## src/rtl/pipe_pkg.sv

```systemverilog
// Shared definitions for the forward/backward valid-ready register slices.
// Holds the depth ceiling and the width helper used for occupancy counters.
package pipe_pkg;

  localparam int unsigned PIPE_MAX_DEPTH = 8;

  // Bits needed to represent values 0..n-1; returns 0 for n <= 1.
  function automatic int unsigned clog2(input int unsigned n);
    int unsigned r;
    r = 0;
    for (int unsigned v = 1; v < n; v = v << 1) begin
      r = r + 1;
    end
    return r;
  endfunction

endpackage

```

## src/rtl/forward_pipe_stage.sv

```systemverilog
// One registered valid/data stage of forward_pipe.
// FORWARD_PIPE_BUBBLE_COLLAPSE_EN selects per-stage ready (collapse) vs shared advance (lockstep).
module forward_pipe_stage #(
  parameter int unsigned L = 8
) (
  input  logic         clk,
  input  logic         rst,
  input  logic         in_valid,
  output logic         in_ready,
  input  logic [L-1:0] in_data,
  output logic         out_valid,
  input  logic         out_ready,
  output logic [L-1:0] out_data
);

  logic         v;
  logic [L-1:0] d;
  logic         load;

`ifdef FORWARD_PIPE_BUBBLE_COLLAPSE_EN
  // An empty stage may fill even while everything below it is stalled.
  always_comb in_ready = !v || out_ready;
`else
  // out_ready is the shared advance; all stages shift together.
  always_comb in_ready = out_ready;
`endif

  always_comb load = in_valid && in_ready;

  always_ff @(posedge clk or negedge rst) begin
    if (!rst) begin
      v <= 1'b0;
      d <= '0;
    end else begin
      if (in_ready) v <= in_valid;
      if (load)     d <= in_data;
    end
  end

  always_comb begin
    out_valid = v;
    out_data  = d;
  end

endmodule

```

## src/rtl/forward_pipe.sv

```systemverilog
// Forward register slice: DEPTH registered valid/data stages, ready passes back combinationally.
// Build option: define FORWARD_PIPE_BUBBLE_COLLAPSE_EN for bubble-collapsing stages.
module forward_pipe
  import pipe_pkg::*;
#(
  parameter int unsigned L     = 8,
  parameter int unsigned DEPTH = 2
) (
  input  logic                         clk,
  input  logic                         rst,
  input  logic                         valid_f,
  output logic                         ready_f,
  input  logic [L-1:0]                 data_f,
  output logic                         valid_b,
  input  logic                         ready_b,
  output logic [L-1:0]                 data_b,
  output logic [clog2(DEPTH+1)-1:0]    occupancy
);

  localparam int unsigned OW = clog2(DEPTH + 1);

  if (DEPTH < 1 || DEPTH > PIPE_MAX_DEPTH) begin : g_bad_depth
    $error("forward_pipe: DEPTH must be within 1..%0d", PIPE_MAX_DEPTH);
  end

  // Index i is the boundary feeding stage i; index DEPTH is the output boundary.
  logic [DEPTH:0] vld;
  logic [DEPTH:0] rdy;
  logic [L-1:0]   dat [DEPTH+1];
  logic           in_fire;
  logic           out_fire;

  assign vld[0] = valid_f;
  assign dat[0] = data_f;

`ifdef FORWARD_PIPE_BUBBLE_COLLAPSE_EN
  assign rdy[DEPTH] = ready_b;
`else
  assign rdy[DEPTH] = ready_b || !vld[DEPTH];
`endif

  for (genvar i = 0; i < DEPTH; i++) begin : g_stage
    forward_pipe_stage #(.L(L)) u_stage (
      .clk       (clk),
      .rst       (rst),
      .in_valid  (vld[i]),
      .in_ready  (rdy[i]),
      .in_data   (dat[i]),
      .out_valid (vld[i+1]),
      .out_ready (rdy[i+1]),
      .out_data  (dat[i+1])
    );
  end

  always_comb begin
    ready_f  = rdy[0];
    valid_b  = vld[DEPTH];
    data_b   = dat[DEPTH];
    in_fire  = valid_f && ready_f;
    out_fire = valid_b && ready_b;
  end

  always_ff @(posedge clk or negedge rst) begin
    if (!rst) begin
      occupancy <= '0;
    end else if (in_fire && !out_fire) begin
      occupancy <= occupancy + OW'(1);
    end else if (!in_fire && out_fire) begin
      occupancy <= occupancy - OW'(1);
    end
  end

endmodule

```

## config.mk

```make
export PLATFORM = sky130hd
export DESIGN_NAME = forward_pipe
export DESIGN_NICKNAME = d
export VERILOG_FILES = /design/src/rtl/pipe_pkg.sv /design/src/rtl/forward_pipe_stage.sv /design/src/rtl/forward_pipe.sv
export SDC_FILE = /design/constraint.sdc
export NUM_CORES = 1
export LEC_CHECK = 0
export ABC_CLOCK_PERIOD_IN_PS = 1830
export CORE_MARGIN = 4
export CORE_UTILIZATION = 50
export CTS_CLUSTER_DIAMETER = 80
export CTS_CLUSTER_SIZE = 40
export DETAILED_ROUTE_END_ITERATION = 10
export PLACE_DENSITY = 0.82
export SETUP_SLACK_MARGIN = 0.4
export SLEW_MARGIN = 10
export SYNTH_ARGS = -nofsm -noshare
export SYNTH_HDL_FRONTEND = slang
export SYNTH_SLANG_ARGS = --single-unit
```

## constraint.sdc

```tcl
create_clock -name clk -period 1.83 [get_ports clk]
set_clock_uncertainty 0.1 [all_clocks]
set_input_delay 0.366 -clock clk [delete_from_list [all_inputs] [get_ports clk]]
set_output_delay 0.366 -clock clk [all_outputs]
set_load 0.05 [all_outputs]
```

Yosys cells after proc, flatten, opt, wreduce, memory -nomap -nowiden
Index checks and enable logic that the tools add are counted.
{"block": "word_totals", "ff_bits": 20, "in_bits": 12, "out_inout_bits": 12}
{"block": "classes", "add_sub_neg": 2, "n_mux": 2, "n_reduce_logical": 10}
{"cell": "logical AND 1 bit", "n": 5}
{"cell": "two-way mux 2 bit", "n": 2}
{"cell": "zero test 1 bit", "n": 3}
{"cell": "adder 2 x 1 -> 2 bit (second input constant)", "n": 1}
{"cell": "nonzero test 2 bit", "n": 1}
{"cell": "subtractor 2 x 1 -> 2 bit (second input constant)", "n": 1}
{"cell": "logical OR 1 bit", "n": 1}

Longest topological paths before layout
{"block": "logic_depth", "ltp_word": 7, "ltp_mapped": 4, "mapped_depth_nobuf": 3}

Cells and area by module
A second synthesis with hierarchy kept.
{"block": "unflattened", "hier_cells": 52, "area_unflattened_um2": 794.5}
{"mod": "forward_pipe_stage", "n_inst": 2, "cells_per_inst": 21, "area_per_inst_um2": 342.8, "seq_area_each_um2": 225.2}
{"mod": "forward_pipe", "n_inst": 1, "cells_per_inst": 10, "area_per_inst_um2": 108.9, "seq_area_each_um2": 50.0}

Least setup slack after synthesis
Ideal clock, no wire load.
{"block": "synth_timing", "path_kind": "register to register", "from": "register g_stage[1].u_stage.v", "to": "register g_stage[0].u_stage.d[0]", "setup_ps": 125, "arrival_time_ps": 1374, "slack_ps": 231, "stages_incl_launch_ff": 5, "n_path_buf": 1, "cell_sequence": "dfrtp_1 -> nand2b_1 -> buf_6 -> nand2_8 -> mux2_4"}
{"block": "synth_between", "elab_chain_cells": 3}
{"item": "from (decl)", "line": "forward_pipe_stage.sv:16", "rtl": "logic v;"}
{"item": "from (signal assigned)", "line": "forward_pipe_stage.sv:35", "rtl": "if (in_ready) v <= in_valid;"}
{"item": "zero test 1 bit", "line": "forward_pipe.sv:39", "rtl": "assign rdy[DEPTH] = ready_b || !vld[DEPTH];"}
{"item": "logical OR 1 bit", "line": "forward_pipe.sv:39"}
{"item": "named net ready_f", "line": "forward_pipe.sv:12", "rtl": "output logic ready_f,"}
{"item": "logical AND 1 bit", "line": "forward_pipe_stage.sv:28", "rtl": "always_comb load = in_valid && in_ready;"}
{"item": "to (signal assigned)", "line": "forward_pipe_stage.sv:36", "rtl": "if (load) d <= in_data;"}
{"item": "to (decl)", "line": "forward_pipe_stage.sv:17", "rtl": "logic [L-1:0] d;"}
The timed path passes the listed nets, and every way through them passes these cells.
A chain may end at the register's enable or synchronous reset.

Worst setup path in the final report
{"block": "layout_timing", "from": "register g_stage[1].u_stage.v", "to": "output port ready_f"}
{"block": "layout_between", "elab_chain_cells": 2}
{"item": "zero test 1 bit", "line": "forward_pipe.sv:39"}
{"item": "logical OR 1 bit", "line": "forward_pipe.sv:39"}
{"item": "to (decl)", "line": "forward_pipe.sv:12"}
Every way passes these cells.

==> results.py <==
metrics = {
    "run_status": {
        "status": "finished, final reports clean",
    },
    "global_routing": {
        "grt_max_degree": 21,
        "antenna_found_initial": 0,
        "gr-usage-all-layers": 0.137,
        "overflow": 0,
        "grt_pass1_vias": 510,
        "grt_pass1_wl_um": 2460,
    },
    "power": {
        "irDropWorstVdd_mv": 0.909,
        "leakagePower_nw": 0.594,
        "power_frac_comb": 0.469,
        "powerDensity_mw_per_mm2": 1550,
        "p_int_mw": 1.19,
        "swShare": 0.375,
        "p_clk_frac": 0.187,
        "seq_power_share": 0.344,
        "p_switching_mw": 0.714,
        "total_power_mw": 1.90,
    },
    "cells_and_area": {
        "stdcell_area_sq_mm": 0.00123,
        "drive_gt1_frac": 0.518,
        "num_antenna_cells": 0,
        "instances_no_fill": 108,
        "area_growth_pct": 33.2,
        "fillers": 127,
        "fin_nets": 96,
    },
    "floorplanning": {
        "die_w_um": 50.9,
        "fp-row-count": 15,
        "initial_core_util": 0.533,
        "core-area_sq_mm": 0.00173,
        "die_area_sq_mm": 0.00259,
        "die_h_um": 50.9,
        "ios": 24,
    },
    "clock_network": {
        "cts-htree-levels": 1,
        "cts_tree": "yes",
        "path_clk_slew_ns": 0.11,
        "clock-sinks": 20,
        "worstSkewPairLatency_ns": 0.30,
        "ctsRootBufferMaster": "clkbuf_4",
        "cts_buffer_depth": 2,
        "cts_made_buffers": 3,
        "cts-hold-fix-buffers": 0,
    },
    "yosys": {
        "synth-compound-area-share": 0.0190,
        "synth_edf_count": 0,
        "synth_seq_area_share": 0.543,
        "yosys_warnings": 0,
        "synth_top_area_share": 0.543,
        "avgSynthCellArea_sq_um": 15.9,
        "synth-simple-area-share": 0.0761,
        "synth_ff_type": "dfrtp_1",
        "synthAdderAreaFrac": 0,
        "ys_ff_latch": 20,
        "synth_top_family_by_area": "multiplexers",
        "yosysTopAreaCell": "dfrtp_1",
        "synthMuxAreaShare": 0.261,
        "syn_inst": 58,
        "synth_cell_types": 14,
        "synthArstFlopShare": 1.00,
        "synth_area_sq_um": 921,
        "synth_area_leaders": "dfrtp_1 (54%), mux2_4 (26%), buf_4 (6.5%)",
        "synth_most_common_cell": "dfrtp_1",
        "synth.top_cells.by_count": "dfrtp_1 (20), mux2_4 (16), buf_4 (8)",
        "synthXorXnorAreaFrac": 0.0190,
        "syn_nets": 70,
    },
    "worst_hold_path": {
        "holdCritPathClass": "input pin to async pin",
    },
    "setup_path": {
        "cpPeakStageDelay_ns": 0.44,
        "crit_path_frequent_cell": "buf_12",
        "cp_data_arrival_time_ns": 1.04,
        "cp.required_ns": 1.36,
        "cp_slowest_cell": "dfrtp_2",
        "cp_max_fo": 3,
        "reg2reg_slack_ns": 0.42,
        "cp_cell_sequence": "nand2b_4 -> buf_12 -> buf_12",
        "path_class": "flop to output port",
        "cp-end-kind": "output port",
        "start_kind": "flop",
    },
    "sta": {
        "relSlewSlack": 0.830,
        "hold_viol_final": 0,
        "setup_tns_ns": 0,
        "setup_viol": 0,
        "slew_violations": 0,
        "rsz0062_at_grt": "yes",
        "tightest_slew_ns": 0.253,
        "fin_crit_sh": 0.821,
        "clock.fmax_mhz": 665,
        "min_period_ns": 1.50,
    },
    "place": {
        "place.gp.congestion": 0.716,
        "dp_hpwl_um": 1050,
        "port_buffers": 23,
        "dp.cells": 99,
        "dpl_cell_area_sq_mm": 0.00112,
    },
    "run": {
        "cap_viol_max_count": 0,
    },
    "routing": {
        "drt_first_pass_iters": 2,
        "wire_per_inst_um": 13.5,
        "via_count": 507,
        "drtIter0Drc": 4,
        "via_per_inst": 4.69,
        "finalWirelength_um": 1460,
        "drc": 0,
        "ant_nets": 0,
    },
}
-- area by class of cell --
cell class | instances | area, sq um | area share
Tap cell | 25 | 31.3 | 0.0255
Timing Repair Buffer | 30 | 284 | 0.232
Sequential cell | 20 | 502 | 0.409
Multi-Input combinational cell | 28 | 353 | 0.288
Clock buffer | 3 | 22.5 | 0.0184
Clock inverter | 1 | 30.0 | 0.0245
Inverter | 1 | 3.75 | 0.00306
-- placed cells by master, fill, tap and decap left out --
cell type,n
bufinv_16,1
nor2b_1,2
and2b_1,1
inv_1,1
xnor2_1,2
dfrtp_1,19
clkbuf_4,3
buf_6,2
clkdlybuf4s50_1,10
o21ai_0,1
nand2_8,2
a21oi_1,1
dfrtp_2,1
a22oi_1,1
buf_4,15
nand2_1,1
nand2b_4,1
mux2_4,16
dlygate4sd2_1,1
buf_12,2
-- worst max-delay path: cells and delay by family, from the launching register on --
kind	cells	cell delay, ns
and+or+nand+nor	1	0.08
buffers and inverters	2	0.22
DFF	1	0.44
-- state kept, by name (all words and copies together) (netlist names) --
name                       count
g_stage.u_stage.out_data      16
occupancy                      2
g_stage.u_stage.out_valid      2
-- metrics by stage --
step,util,hold slack (ns),setup slack (ns)
floorplan,-,-0.0296,0.372
global placement,0.650,0.367,0.0752
detailed placement,0.650,0.377,0.0621
CTS,0.695,0.267,0.306
global route,0.710,0.279,0.279
finish,0.710,0.268,0.327
-- power groups by stage --
stage / registers (mW) / clock network (mW) / logic (mW)
6_report: 0.656 / 0.355 / 0.893
5_1_grt: 0.680 / 0.390 / 0.929
4_1_cts: 0.663 / 0.368 / 0.839
3_5_place_dp: 0.666 / 0 / 0.819
3_3_place_gp: 0.663 / 0 / 0.811
2_1_floorplan: 0.737 / 0 / 0.603
-- cell families (layout without fill, tap and decap cells) --
group,Yosys count,count (layout)
AOI/OAI and AO/OA,3,3
xor gates and xnor gates,2,2
buffers and inverters,10,35
DFF,20,20
muxes,16,16
and+or+nand+nor,7,7
-- repair_timing --
item	in CTS	in global routing
endpoints found under the setup margin	4	12
hold endpoints to repair	0	0
resized for setup	3	1
buffers inserted	2	3
-- layer usage --
layer	up-vias	part of all wire	track usage
li1	239	-	-
met1	252	0.42	0.156
met2	12	0.49	0.221
met3	4	0.056	0.0379
met4	0	0.034	0.0942
met5	-	0	0
-- final timing paths --
path,from,to,cells after the start
worst min register to register,g_stage[0].u_stage.out_data[3]$_DFFE_PN0P_,g_stage[1].u_stage.out_data[3]$_DFFE_PN0P_,1
worst max-delay path,g_stage[1].u_stage.out_valid$_DFFE_PN0N_,ready_f,3
worst max register to register,g_stage[1].u_stage.out_valid$_DFFE_PN0N_,g_stage[0].u_stage.out_data[7]$_DFFE_PN0P_,5
worst min-delay path,rst,occupancy[0]$_DFFE_PN0P_,2
min in group clk,g_stage[0].u_stage.out_data[3]$_DFFE_PN0P_,g_stage[1].u_stage.out_data[3]$_DFFE_PN0P_,1
max in group asynchronous,rst,g_stage[1].u_stage.out_valid$_DFFE_PN0N_,2
Note: power is estimated with default switching activity, not from simulation.
